$ cat src/rtl/snake_collision_check.sv
// Collision judge for the snake controller: checks the new head for wall, food and body hits.
// Scans segment memory one address per cycle; the read port has one cycle of latency.
module snake_collision_check #(
  parameter int unsigned X_MAX = 160,
  parameter int unsigned Y_MAX = 120,
  parameter int unsigned LEN_W = 11
) (
  input  logic             clk,
  input  logic             rst,
  input  logic             start,
  input  logic [7:0]       head_x,
  input  logic [6:0]       head_y,
  input  logic [7:0]       food_x,
  input  logic [6:0]       food_y,
  input  logic [LEN_W-1:0] length,
  input  logic [7:0]       rd_x,
  input  logic [6:0]       rd_y,
  input  logic             clr_dead,
  output logic [LEN_W-1:0] rd_addr,
  output logic             busy,
  output logic             done,
  output logic             length_inc,
  output logic             new_food_req,
  output logic             is_dead
);

  typedef enum logic [2:0] {StIdle, StCheck, StScan, StDrain, StDone} state_e;

  localparam logic [LEN_W:0] One = (LEN_W+1)'(1);
  localparam logic [LEN_W:0] Two = (LEN_W+1)'(2);

  state_e           state_q;
  logic [7:0]       hx_q, fx_q;
  logic [6:0]       hy_q, fy_q;
  logic [LEN_W-1:0] len_q;
  logic [LEN_W-1:0] scan_last_q;
  logic             ate_q;
  logic             dead_pend_q;
  logic             issue_q;

  logic             wall;
  logic             ate_c;
  logic             hit;
  logic [LEN_W:0]   last_ext;

  always_comb begin
    wall     = (32'(hx_q) >= X_MAX) || (32'(hy_q) >= Y_MAX);
    ate_c    = (hx_q == fx_q) && (hy_q == fy_q);
    // Tail leaves its cell unless the snake grows; MSB set means nothing to scan.
    last_ext = {1'b0, len_q} - (ate_c ? One : Two);
    hit      = issue_q && (rd_x == hx_q) && (rd_y == hy_q);
  end

  assign busy = (state_q != StIdle);

  always_ff @(posedge clk or negedge rst) begin
    if (!rst) begin
      state_q      <= StIdle;
      hx_q         <= '0;
      hy_q         <= '0;
      fx_q         <= '0;
      fy_q         <= '0;
      len_q        <= '0;
      scan_last_q  <= '0;
      ate_q        <= 1'b0;
      dead_pend_q  <= 1'b0;
      issue_q      <= 1'b0;
      rd_addr      <= '0;
      done         <= 1'b0;
      length_inc   <= 1'b0;
      new_food_req <= 1'b0;
      is_dead      <= 1'b0;
    end else begin
      issue_q      <= (state_q == StScan);
      done         <= 1'b0;
      length_inc   <= 1'b0;
      new_food_req <= 1'b0;
      if (state_q != StDone && clr_dead) is_dead <= 1'b0;

      case (state_q)
        StIdle: begin
          if (start) begin
            hx_q        <= head_x;
            hy_q        <= head_y;
            fx_q        <= food_x;
            fy_q        <= food_y;
            len_q       <= length;
            ate_q       <= 1'b0;
            dead_pend_q <= 1'b0;
            state_q     <= StCheck;
          end
        end
        StCheck: begin
          if (wall) begin
            dead_pend_q <= 1'b1;
            ate_q       <= 1'b0;
            done        <= 1'b1;
            state_q     <= StDone;
          end else begin
            ate_q       <= ate_c;
            scan_last_q <= last_ext[LEN_W-1:0];
            rd_addr     <= '0;
            if (last_ext[LEN_W]) begin
              done         <= 1'b1;
              length_inc   <= ate_c;
              new_food_req <= ate_c;
              state_q      <= StDone;
            end else begin
              state_q <= StScan;
            end
          end
        end
        StScan: begin
          if (hit) begin
            dead_pend_q <= 1'b1;
            done        <= 1'b1;
            state_q     <= StDone;
          end else if (rd_addr == scan_last_q) begin
            state_q <= StDrain;
          end else begin
            rd_addr <= rd_addr + 1'b1;
          end
        end
        StDrain: begin
          done    <= 1'b1;
          state_q <= StDone;
          if (hit) begin
            dead_pend_q <= 1'b1;
          end else begin
            length_inc   <= ate_q;
            new_food_req <= ate_q;
          end
        end
        StDone: begin
          // A death verdict overrides a simultaneous clear.
          is_dead <= dead_pend_q | (is_dead & ~clr_dead);
          rd_addr <= '0;
          state_q <= StIdle;
        end
        default: state_q <= StIdle;
      endcase
    end
  end

endmodule

$ cat config.mk
export PLATFORM = sky130hd
export DESIGN_NAME = snake_collision_check
export DESIGN_NICKNAME = d
export VERILOG_FILES = /design/src/rtl/snake_collision_check.sv
export SDC_FILE = /design/constraint.sdc
export NUM_CORES = 1
export LEC_CHECK = 0
export ABC_AREA = 1
export CAP_MARGIN = 20
export CORE_MARGIN = 4
export CORE_UTILIZATION = 25
export CTS_BUF_LIST = sky130_fd_sc_hd__clkbuf_8
export DETAILED_ROUTE_END_ITERATION = 16
export HOLD_SLACK_MARGIN = 0.15
export SLEW_MARGIN = 0
export SYNTH_ARGS = -nofsm -noshare
export SYNTH_HDL_FRONTEND = slang
export SYNTH_SLANG_ARGS = --single-unit
$ cat constraint.sdc
create_clock -name clk -period 2.95 [get_ports clk]
set_input_delay 0.59 -clock clk [delete_from_list [all_inputs] [get_ports clk]]
set_output_delay 0.59 -clock clk [all_outputs]
set_load 0.01 [all_outputs]
## Yosys cells after proc, flatten, opt, wreduce, memory -nomap -nowiden

Cells that the tools add are included.
W data, S select, Z words.

- Reductions and logical operators: 18
- $add $sub $neg: 2
- Equal/unequal tests: 17
- Bitwise operators: 4
- Multiplexer cells: 27
- Magnitude comparators: 2

Operator list:

| kind | number |
|---|---|
| $mux W11 | 3 |
| $pmux W11 S3 | 1 |
| $eq A8 B8 Y1 | 2 |
| $mux W3 | 5 |
| $eq A7 B7 Y1 | 2 |
| $mux W1 | 12 |
| $pmux W3 S4 | 1 |
| $sub A11 B2 Y12 | 1 |
| $add A11 B1 Y11 const B | 1 |
| $eq A11 B11 Y1 | 1 |
| $ne A2 B2 Y1 const B | 5 |
| $reduce_bool A3 Y1 | 3 |
| $ge A8 B8 Y1 const B | 1 |
| $reduce_and A2 Y1 | 4 |
| $reduce_and A4 Y1 | 2 |
| $ge A7 B7 Y1 const B | 1 |
| $eq A3 B2 Y1 const B | 2 |
| $pmux W1 S3 | 2 |
| $logic_and A1 B1 Y1 | 4 |
| $pmux W1 S2 | 2 |
| $reduce_bool A2 Y1 | 2 |
| $eq A3 B1 Y1 const B | 1 |
| $eq A3 B3 Y1 const B | 1 |
| $logic_not A3 Y1 | 1 |
| other kinds (9) | 10 |

- Output and inout port bits: 16
- Word-level logic and storage cells: 84
- Flip-flop bits (word level): 72

## Logic depth before layout (Yosys ltp)

Gate-level depths: netlist of the first run.

- Depth after elaboration: 7
- Mapped depth: 14
- Gate-level depth less buffers: 14

## Worst setup path after synthesis of the first run

Ideal clock, no wire load.

- Path kind: register to register
- Start: register hy_q[3]
- End: register scan_last_q[10]
- Data required time: 2867 ps
- Data arrival time: 2447 ps
- Cell stages (with the launch flop): 15
- Setup slack: 421 ps
- Buffers on the path: 0
- Clock period less this slack: 2529 ps
- Library setup time: 83 ps
- Path through: dfrtp_1 > inv_1 > or2_2 > nand4_1 > nor3_1 > and2_1 > ha_1 > inv_1 > fa_1 > inv_1 > nand3_1 > nor3_1 > nand2_1 > xor2_1 > o21ai_0

- Cells in the longest elaborated chain, start to end: 4
- Elaborated cells between the ends (all ways): 8

Ends and longest elaborated chain:

| element | line | source |
|---|---|---|
| start: declaration | 34 | `logic [6:0] hy_q, fy_q;` |
| start signal: assignment | 84 | `hy_q <= head_y;` |
| $eq A7 B7 Y1 or $ge A7 B7 Y1 (tied branches) | 48, 47 |  |
| $logic_and A1 B1 Y1 or $logic_or A1 B1 Y1 (tied branches) | 48, 47 |  |
| $mux W2 or $not A1 Y1 (tied branches) | - |  |
| $sub A11 B2 Y12 or $reduce_and A2 Y1 (tied branches) | - |  |
| end signal: assignment | 101 | `scan_last_q <= last_ext[LEN_W-1:0];` |
| end: declaration | 36 | `logic [LEN_W-1:0] scan_last_q;` |

Several ways; a longest one is shown, not always the timed one.
A chain may end at the register's enable or synchronous reset.

## Worst setup path after layout of the first run

- Start: register hx_q[5]
- End: register scan_last_q[10]

- Cells in the longest elaborated chain, start to end: 4
- Elaborated cells between the ends (all ways): 8

Ends and longest elaborated chain:

| element | line | source |
|---|---|---|
| start: declaration | 33 | `logic [7:0] hx_q, fx_q;` |
| start signal: assignment | 59 | `hx_q <= '0;` |
| start signal: assignment | 83 | `hx_q <= head_x;` |
| $eq A8 B8 Y1 or $ge A8 B8 Y1 (tied branches) | 48, 47 |  |
| $logic_and A1 B1 Y1 or $logic_or A1 B1 Y1 (tied branches) | 48, 47 |  |
| $mux W2 or $not A1 Y1 (tied branches) | - |  |
| $sub A11 B2 Y12 or $reduce_and A2 Y1 (tied branches) | - |  |

Several ways; a longest one is shown, not always the timed one.

==> results of run 1 <==
registers in the layout (all words and copies together), names as in the netlist:
signal,flops
fx_q,8
scan_last_q,11
done,1
state_q,3
issue_q,1
ate_q,1
rd_addr,11
new_food_req,1
fy_q,7
is_dead,1
hy_q,7
len_q,11
hx_q,8
dead_pend_q,1
layout make-up:
type | count | area share
clock inverters | 7 | 0.0103
flip-flops and latches | 72 | 0.345
clock buffers | 9 | 0.0237
repair buffers | 78 | 0.148
well taps | 216 | 0.0518
inverters | 75 | 0.0544
multi-input cells | 401 | 0.367
Yosys cell counts, drive strengths merged:
cell,count
clkbuf,7
nor2,46
or2,2
dfrtp,72
xor2,10
nand3,18
nor3,7
ha,3
nand2,239
xnor2,13
nor3b,1
buf,6
nand4,21
a21boi,1
inv,75
o21ai,36
a21oi,1
o22ai,1
fa,1
and2,1
final timing paths:
check	startpoint	to	slack, ps	depth (start not counted)
hold / removal	rst	rd_addr[5]$_DFFE_PN0P_	350	1
max in group asynchronous	rst	scan_last_q[9]$_DFFE_PN0P_	2020	1
min in group clk	fy_q[5]$_DFFE_PN0P_	fy_q[5]$_DFFE_PN0P_	500	2
setup reg to reg	hx_q[5]$_DFFE_PN0P_	scan_last_q[10]$_DFFE_PN0P_	230	14
hold reg to reg	fy_q[5]$_DFFE_PN0P_	fy_q[5]$_DFFE_PN0P_	500	2
setup / recovery	hx_q[5]$_DFFE_PN0P_	scan_last_q[10]$_DFFE_PN0P_	230	14
metrics by stage:
| stage | area (um^2) | hold WS (ps) | instances |
|---|---|---|---|
| after floorplan | 4050 | 294 | 561 |
| after global placement | 5030 | 482 | 842 |
| after detailed placement | 5030 | 482 | 842 |
| after CTS | 5200 | 390 | 858 |
| after global routing | 5220 | 422 | 858 |
| final | 5220 | 348 | 858 |
cells by family after synthesis:
kind of cell,synth area share
and+or+nand+nor,0.354
xor gates and xnor gates,0.0498
adders and majority gates,0.0142
DFF,0.445
buffers and inverters,0.0869
AOI/OAI and AO/OA,0.0501
critical path, cell delays in order, from the launching register on:
cell and delay (ps):
dfrtp_1 420, xor2_1 150, nor2_1 120, nand2_1 90
nor3_2 200, and2_1 250, ha_1 170, inv_1 50
fa_1 390, inv_1 90, nand3_1 130, nor3_2 200
nand2_1 90, xor2_1 150, o21ai_0 140
power by group through the flow:
stage | registers (mW) | clock network [mW] | logic [mW]
after floorplan | 1.68 | 0 | 1.43
after global placement | 1.74 | 0 | 1.91
after detailed placement | 1.75 | 0 | 1.93
after CTS | 1.74 | 0.747 | 1.94
after global routing | 1.80 | 0.785 | 2.23
final | 1.74 | 0.710 | 1.92
per-layer routing:
| layer | vias to the layer above | global-route usage | share of wire | routed length, um |
|---|---|---|---|---|
| met5 | - | 0 | 0 | 0 |
| met4 | 0 | 0.0325 | 0.016 | 161 |
| met3 | 15 | 0.0293 | 0.042 | 416 |
| met2 | 73 | 0.186 | 0.46 | 4580 |
| met1 | 1492 | 0.154 | 0.48 | 4780 |
| li1 | 1883 | - | - | - |
==> results.yml, run 1 <==
outcome:
  status: "finished, final reports clean"
logic_synthesis:
  synth.top_cell.area_share: 0.445
  synthesis.instances: 561
  synth_area_leaders: "dfrtp_1 (45%), nand2_1 (22%), inv_1 (6.3%)"
  synth_area_um2: 4050
  syn_nets: 625
  ys_seq_area_frac: 0.445
  synth_top_cell_by_area: "dfrtp_1"
  synth_cell_type_count: 30
  synth_seq_cells: 72
  syn_avg_cell_area_um2: 7.22
  ys_warn_count: 0
final_layout:
  nets: 701
  n_antenna_cell: 0
  final_common_cell: "nand2_1"
  area_growth_pct: 28.9
  multi_input_area_um2: 1910
  most-common-layout-cells: "nand2_1 (237), clkdlybuf4s50_1 (74), dfrtp_1 (72)"
  drive_above_1_share: 0.0717
  utilization: 0.329
  fillers: 1754
  register_area_um2: 1800
detailed_routing:
  routed_wl_mm: 9.93
  vias: 3463
  drt_drc_violations_left: 0
  antenna_left: 0
  drt_first_iter_violations: 154
  routedWlPerCell_um: 11.6
  first_pass_iters: 4
  avgViaCountPerCell: 4.04
cts:
  clk_pin_slew_ps: 80
  cts_tree: "built"
  clk_path_buf_depth: 2
  post_cts_resized: 0
  root_buffer: "clkbuf_8"
  worstSkewPairLatency_ps: 360
  cts_hold_buf: 0
  cts_buffers: 9
  cts_sinks: 72
  post-cts-setup-buffers: 0
  h-tree-depth: 3
global_routing:
  grt_pass1_vias: 3471
  grt-ovfl-total: 0
  grt_pass1_wl_mm: 16.9
  grtUsageTotal: 0.116
  antenna_found_initial: 0
  grt_max_degree: 73
worst_hold_path:
  hold_class: "primary input to async pin"
sta:
  worstMarginPinSlew_ps: 891
  period_needed_ps: 2720
  max_freq_mhz: 368
  period_share: 0.921
  setup_tns_ps: 0
  slew_headroom: 0.406
  setup_viol: 0
  slew_viol_final: 0
  hold_viol_final: 0
  setup_slack_ps: 233
  clock_skew_ps: 11.9
  grt_setup_unrepaired: "false"
place:
  place.gp.congestion: 0.866
  place_ws_ps: 88.7
  io_buffers: 75
  place.detailed.hpwl_mm: 7.67
floorplan:
  start_util: 0.255
  rows: 46
  die_w_um: 135
  die_y_um: 135
  top_level_ports: 76
  fp.dieArea_um2: 18300
  core-area_um2: 15900
pwr:
  peakVddDrop_uv: 243
  power.switching_mw: 1.90
  powerDensity_nw_per_um2: 836
  finalPower_mw: 4.36
  p_leak_nw: 2.51
  power_frac_comb: 0.440
  p_seq_frac: 0.398
  clkPwrFrac: 0.163
  intPower_mw: 2.47
  swShare: 0.435
job:
  drv_cap: 0
critical_path:
  setup.worst_path.class: "flop to flop"
  path_max_fanout: 4
  arrival_ps: 3000
  end_kind: "flop"
  critPathRequiredTime_ps: 3230
  cp-start-kind: "flop"
Note: power is estimated with default switching activity, not from simulation.
==> run 2: changes to the inputs <==
- SETUP_SLACK_MARGIN: default -> 0.02
- clock period: 2.95 -> 2.2 ns (I/O delays scaled with it)
==> run 2 against run 1 <==
Against the previous run:
- highest routed layer unchanged
- largest power group unchanged
- non-clock buffer count rose by 33
- critical path type unchanged
- clock skew is essentially flat
- wire length is 1.2% higher
- cell area up 7.5%
- combinational power increased by 62%
- critical path depth shrank 1
- largest cell class unchanged
- the run now ends with negative setup slack left
==> results.yml, run 2 (same netlist as run 1, synthesis figures left out) <==
detailed_routing:
  routedWlPerCell_um: 11.3
  avgViaCountPerCell: 4.08
  first_pass_iters: 4
  drt_first_iter_violations: 163
  antenna_left: 0
  drt_drc_violations_left: 0
  routed_wl_mm: 10.1
  vias: 3631
sta:
  worstMarginPinSlew_ps: 755
  grt_setup_unrepaired: "true"
  clock_skew_ps: 12.4
  period_share: 1.08
  slew_headroom: 0.496
  hold_viol_final: 0
  fin_hold_ws_ps: 468
  setup_tns_ps: -384
  period_needed_ps: 2370
  setup_slack_ps: -169
  setup_viol: 4
  max_freq_mhz: 422
  slew_viol_final: 0
final_layout:
  fillers: 1737
  most-common-layout-cells: "nand2_1 (235), clkdlybuf4s50_1 (74), dfrtp_1 (72)"
  n_antenna_cell: 0
  nets: 734
  postLayoutCellArea_um2: 5610
  area_growth_pct: 38.5
  layout.cells.non_filler: 891
  drive_above_1_share: 0.138
  final_common_cell: "nand2_1"
  top_regs: "len_q (11), rd_addr (11), scan_last_q (11)"
critical_path:
  setup.worst_path.class: "flop to flop"
  crit_chain: "xnor2_1, nand3_1, nor3_4, and2_4, ha_4, inv_2, fa_2, inv_2, nand3_2, nor3_2, nand2_1, xor2_1, o21ai_1"
  path_max_fanout: 2
  arrival_ps: 2650
  critPathRequiredTime_ps: 2490
  cpMostUsedCell: "inv_2"
  slowest_delay_ps: 390
  critPathSlowestCell: "dfrtp_1"
  cp-start-kind: "flop"
  critical_path.top_delay_family: "simple AND/OR/NAND/NOR gates"
  reg2reg_setup_slack_ps: -170
  end_kind: "flop"
  worst-path-buf-inv: 2
cts:
  clk_path_buf_depth: 2
  cts_sinks: 72
  root_buffer: "clkbuf_8"
  h-tree-depth: 3
  clk_pin_slew_ps: 70
  cts_tree: "built"
  worstSkewPairLatency_ps: 360
  cts_buffers: 9
global_routing:
  antenna_found_initial: 0
  grt-ovfl-total: 0
  grt_pass1_wl_mm: 16.9
  grt_pass1_vias: 3555
  grtUsageTotal: 0.116
  grt_max_degree: 63
floorplan:
  start_util: 0.255
  die_y_um: 135
  rows: 46
  core-area_um2: 15900
  top_level_ports: 76
  die_w_um: 135
  fp.dieArea_um2: 18300
pwr:
  clkPwrFrac: 0.176
  p_seq_frac: 0.349
  power.switching_mw: 2.68
  power_frac_comb: 0.475
  intPower_mw: 3.87
  p_leak_nw: 2.73
  peakVddDrop_uv: 492
  swShare: 0.409
  powerDensity_nw_per_um2: 1170
job:
  drv_cap: 0
place:
  dp.cells: 870
  io_buffers: 75
  place.detailed.hpwl_mm: 7.84
  placedInstanceArea_um2: 5290
  place.gp.congestion: 0.869
outcome:
  status: "complete, but fails checks"
  violations: "negative setup slack"
worst_hold_path:
  hold_class: "primary input to async pin"
## run 2: cell count changes in the layout (fill, tap and decap cells not counted), moves of 3 or more
cell / change
buf_4: +29
o21ai_0: -7
o21ai_1: +4
inv_2: +3
nor2_1: -3
o21ai_2: +3
## run 2: timing repair
| item | in CTS | in global routing |
|---|---|---|
| gates resized for setup | 10 | 13 |
| setup endpoints to repair | 13 | 13 |
| hold buffers | 1 | 0 |
| hold endpoints to repair | 10 | 0 |
| pin swaps | 14 | 9 |
| buffers inserted | 3 | 1 |
## run 2: layout make-up
type | count | area, um^2 | area share
inverter | 75 | 284 | 0.0506
sequential | 72 | 1800 | 0.321
timing repair buffer | 111 | 1040 | 0.186
multi-input combinational | 401 | 1990 | 0.355
clock buffer | 9 | 124 | 0.0221
tap | 216 | 270 | 0.0482
clock inverter | 7 | 93.8 | 0.0167
## run 2: worst reg2reg max path, cell delays in order, from the launching register on
cell     delay, ps
dfrtp_1        390
xnor2_1        170
nand3_1        140
nor3_4         220
and2_4         190
ha_4           120
inv_2           30
fa_2           340
inv_2           70
nand3_2         90
nor3_2         160
nand2_1        100
xor2_1         170
o21ai_1        120
## run 2: path summary, 6_finish.rpt
kind,startpoint,end,cells after the start
setup / recovery,fy_q[6]$_DFFE_PN0P_,scan_last_q[10]$_DFFE_PN0P_,13
hold / removal,rst,rd_addr[5]$_DFFE_PN0P_,2
setup reg to reg,fy_q[6]$_DFFE_PN0P_,scan_last_q[10]$_DFFE_PN0P_,13
hold reg to reg,fx_q[7]$_DFFE_PN0P_,fx_q[7]$_DFFE_PN0P_,2
max in group asynchronous,rst,fy_q[6]$_DFFE_PN0P_,3
min in group clk,fx_q[7]$_DFFE_PN0P_,fx_q[7]$_DFFE_PN0P_,2
## run 2: metrics by stage
stage                util  total power [mW]  worst slack, ps
finish              0.353              6.55             -169
detailed placement  0.333              5.28             -262
floorplan               -              4.22             -161
global placement    0.333              5.24             -210
global route        0.353              7.17             -311
CTS                 0.350              6.57             -148
## run 2: per-layer routing
| metal | track usage | part of all wire | vias up |
|---|---|---|---|
| li1 | - | - | 1950 |
| met1 | 0.150 | 0.46 | 1578 |
| met2 | 0.190 | 0.47 | 95 |
| met3 | 0.0368 | 0.055 | 8 |
| met4 | 0.0280 | 0.012 | 0 |
| met5 | 0 | 0 | - |
## run 2: power by group through the flow
stage          registers [mW]  clock network (mW)  logic (mW)
2_1_floorplan            2.26                   0        1.96
3_3_place_gp             2.29                   0        2.95
3_5_place_dp             2.30                   0        2.98
4_1_cts                  2.29                1.19        3.09
5_1_grt                  2.37                1.25        3.56
6_report                 2.29                1.15        3.11
==> run 3: changes to the inputs <==
- PLACE_DENSITY_LB_ADDON: default -> 0.25
- SETUP_SLACK_MARGIN: 0.02 -> 0.05
==> run 3 against run 2 <==
Against the previous run:
- the run still ends with negative setup slack left
- clock skew fell by 0.59 ps
- highest routed layer unchanged
- total power rose by 1.8%
- register-to-register slack lost 50 ps
- core utilization grew 0.67 points
- setup slack worse by 46 ps
- critical path type unchanged
- hold slack gained 25 ps
- final cell count increased by 0.67%
- sequential power about the same
- cell area rose by 1.9%
==> results.yml, run 3 (same netlist as run 1, synthesis figures left out) <==
cts:
  clk_path_buf_depth: 2
  cts_buffers: 9
  worstSkewPairLatency_ps: 370
  h-tree-depth: 3
  clk_pin_slew_ps: 80
  cts_sinks: 72
  cts_tree: "built"
  root_buffer: "clkbuf_8"
detailed_routing:
  avgViaCountPerCell: 4.20
  routed_wl_mm: 10.8
  drt_first_iter_violations: 199
  vias: 3767
  antenna_left: 0
  routedWlPerCell_um: 12.0
  first_pass_iters: 4
  drt_drc_violations_left: 0
pwr:
  peakVddDrop_uv: 348
  intPower_mw: 3.86
  power.switching_mw: 2.81
  swShare: 0.421
  clkPwrFrac: 0.159
  power_frac_comb: 0.495
  finalPower_mw: 6.67
  p_seq_frac: 0.346
  p_leak_nw: 2.76
  powerDensity_nw_per_um2: 1170
sta:
  hold_viol_final: 0
  worstMarginPinSlew_ps: 796
  setup_viol: 9
  grt_setup_unrepaired: "true"
  slew_viol_final: 0
  clock_skew_ps: 11.8
  period_needed_ps: 2410
  setup_tns_ps: -946
  setup_slack_ps: -215
  slew_headroom: 0.469
  max_freq_mhz: 414
  period_share: 1.10
critical_path:
  setup.worst_path.class: "flop to flop"
  crit_chain: "xnor2_1, nand3_1, nor3_2, and2_4, ha_4, inv_2, fa_2, inv_2, nand3_4, nor3_4, buf_4, xnor2_2, o21ai_1"
  critPathRequiredTime_ps: 2450
  path_max_fanout: 2
  critical_path.top_delay_family: "simple AND/OR/NAND/NOR gates"
  worst-path-buf-inv: 3
  slowest_delay_ps: 400
  end_kind: "flop"
  r2r_cells: 13
  critPathSlowestCell: "dfrtp_1"
  path_depth: 13
  reg2reg_setup_slack_ps: -210
  cp-start-kind: "flop"
  cpMostUsedCell: "inv_2"
  arrival_ps: 2670
final_layout:
  top_regs: "len_q (11), rd_addr (11), scan_last_q (11)"
  n_antenna_cell: 0
  area_growth_pct: 41.2
  fillers: 1685
  register_area_um2: 1800
  most-common-layout-cells: "nand2_1 (233), clkdlybuf4s50_1 (73), dfrtp_1 (72)"
  drive_above_1_share: 0.150
  nets: 740
  final_common_cell: "nand2_1"
  layout.cells.non_filler: 897
  multi_input_area_um2: 2050
floorplan:
  die_w_um: 135
  core-area_um2: 15900
  fp.dieArea_um2: 18300
  die_y_um: 135
  rows: 46
  start_util: 0.255
  top_level_ports: 76
global_routing:
  grt-ovfl-total: 0
  grt_pass1_vias: 3882
  grt_util_met2: 0.206
  grt_pass1_wl_mm: 18.2
  top_usage_layer: "met2"
  grt_max_degree: 62
  grt_use_met3: 0.0360
  grtUsageTotal: 0.125
  antenna_found_initial: 0
  grt_use_met1: 0.156
place:
  io_buffers: 75
  place.gp.congestion: 0.911
  dp.cells: 869
  place_ws_ps: -267
  place.detailed.hpwl_mm: 8.05
worst_hold_path:
  whs_path_depth: 2
  hold_class: "flop to flop"
job:
  drv_cap: 0
outcome:
  violations: "negative setup slack"
  status: "complete, but fails checks"
## run 3: layout make-up
cell class,count,share of cell area
multi-input cells,401,0.359
flip-flops and latches,72,0.315
repair buffers,117,0.194
inverters,75,0.0497
well taps,216,0.0473
clock buffers,9,0.0217
clock inverters,7,0.0127
## run 3: worst paths after layout
| kind | start | to |
|---|---|---|
| worst max-delay path | fy_q[4]$_DFFE_PN0P_ | scan_last_q[8]$_DFFE_PN0P_ |
| worst min-delay path | scan_last_q[1]$_DFFE_PN0P_ | scan_last_q[1]$_DFFE_PN0P_ |
| worst max register to register | fy_q[4]$_DFFE_PN0P_ | scan_last_q[8]$_DFFE_PN0P_ |
| worst min register to register | scan_last_q[1]$_DFFE_PN0P_ | scan_last_q[1]$_DFFE_PN0P_ |
| max in group asynchronous | rst | state_q[0]$_DFFE_PN0P_ |
| min in group asynchronous | rst | scan_last_q[8]$_DFFE_PN0P_ |
## run 3: power groups by stage
| stage | Sequential (mW) | Combinational, mW | Clock [mW] |
|---|---|---|---|
| finish | 2.31 | 3.30 | 1.06 |
| global route | 2.38 | 3.75 | 1.16 |
| CTS | 2.30 | 3.22 | 1.11 |
| detailed placement | 2.30 | 3.02 | 0 |
| global placement | 2.28 | 2.97 | 0 |
| floorplan | 2.26 | 1.96 | 0 |
## run 3: through the flow
step	area, um^2	hold slack (ps)	utilization
CTS	5640	502	0.355
global placement	5290	398	0.333
global route	5710	511	0.360
finish	5710	493	0.360
floorplan	4090	144	-
detailed placement	5290	405	0.333
## run 3: repair_timing
item / 4_1_cts / 5_1_grt
endpoints found under the setup margin: 13 / 25
endpoints found under the hold margin: 27 / 0
gates resized for setup: 25 / 13
setup buffers: 7 / 5
pin swaps: 20 / 16
hold buffers: 1 / 0
## run 3: worst register-to-register path: cells and delay by family (launching register included)
family | cells | cell delay (ps)
flip-flops | 1 | 400
AO/OA/AOI/OAI | 1 | 80
AND/OR/NAND/NOR | 5 | 820
adder cells (fa/ha/maj) | 2 | 460
XOR/XNOR | 2 | 280
buffers and inverters | 3 | 270
## run 3: layer usage
layer | wire [um] | part of all wire
met2 | 4940 | 0.46
met3 | 652 | 0.060
met5 | 0 | 0
met1 | 4930 | 0.46
met4 | 257 | 0.024
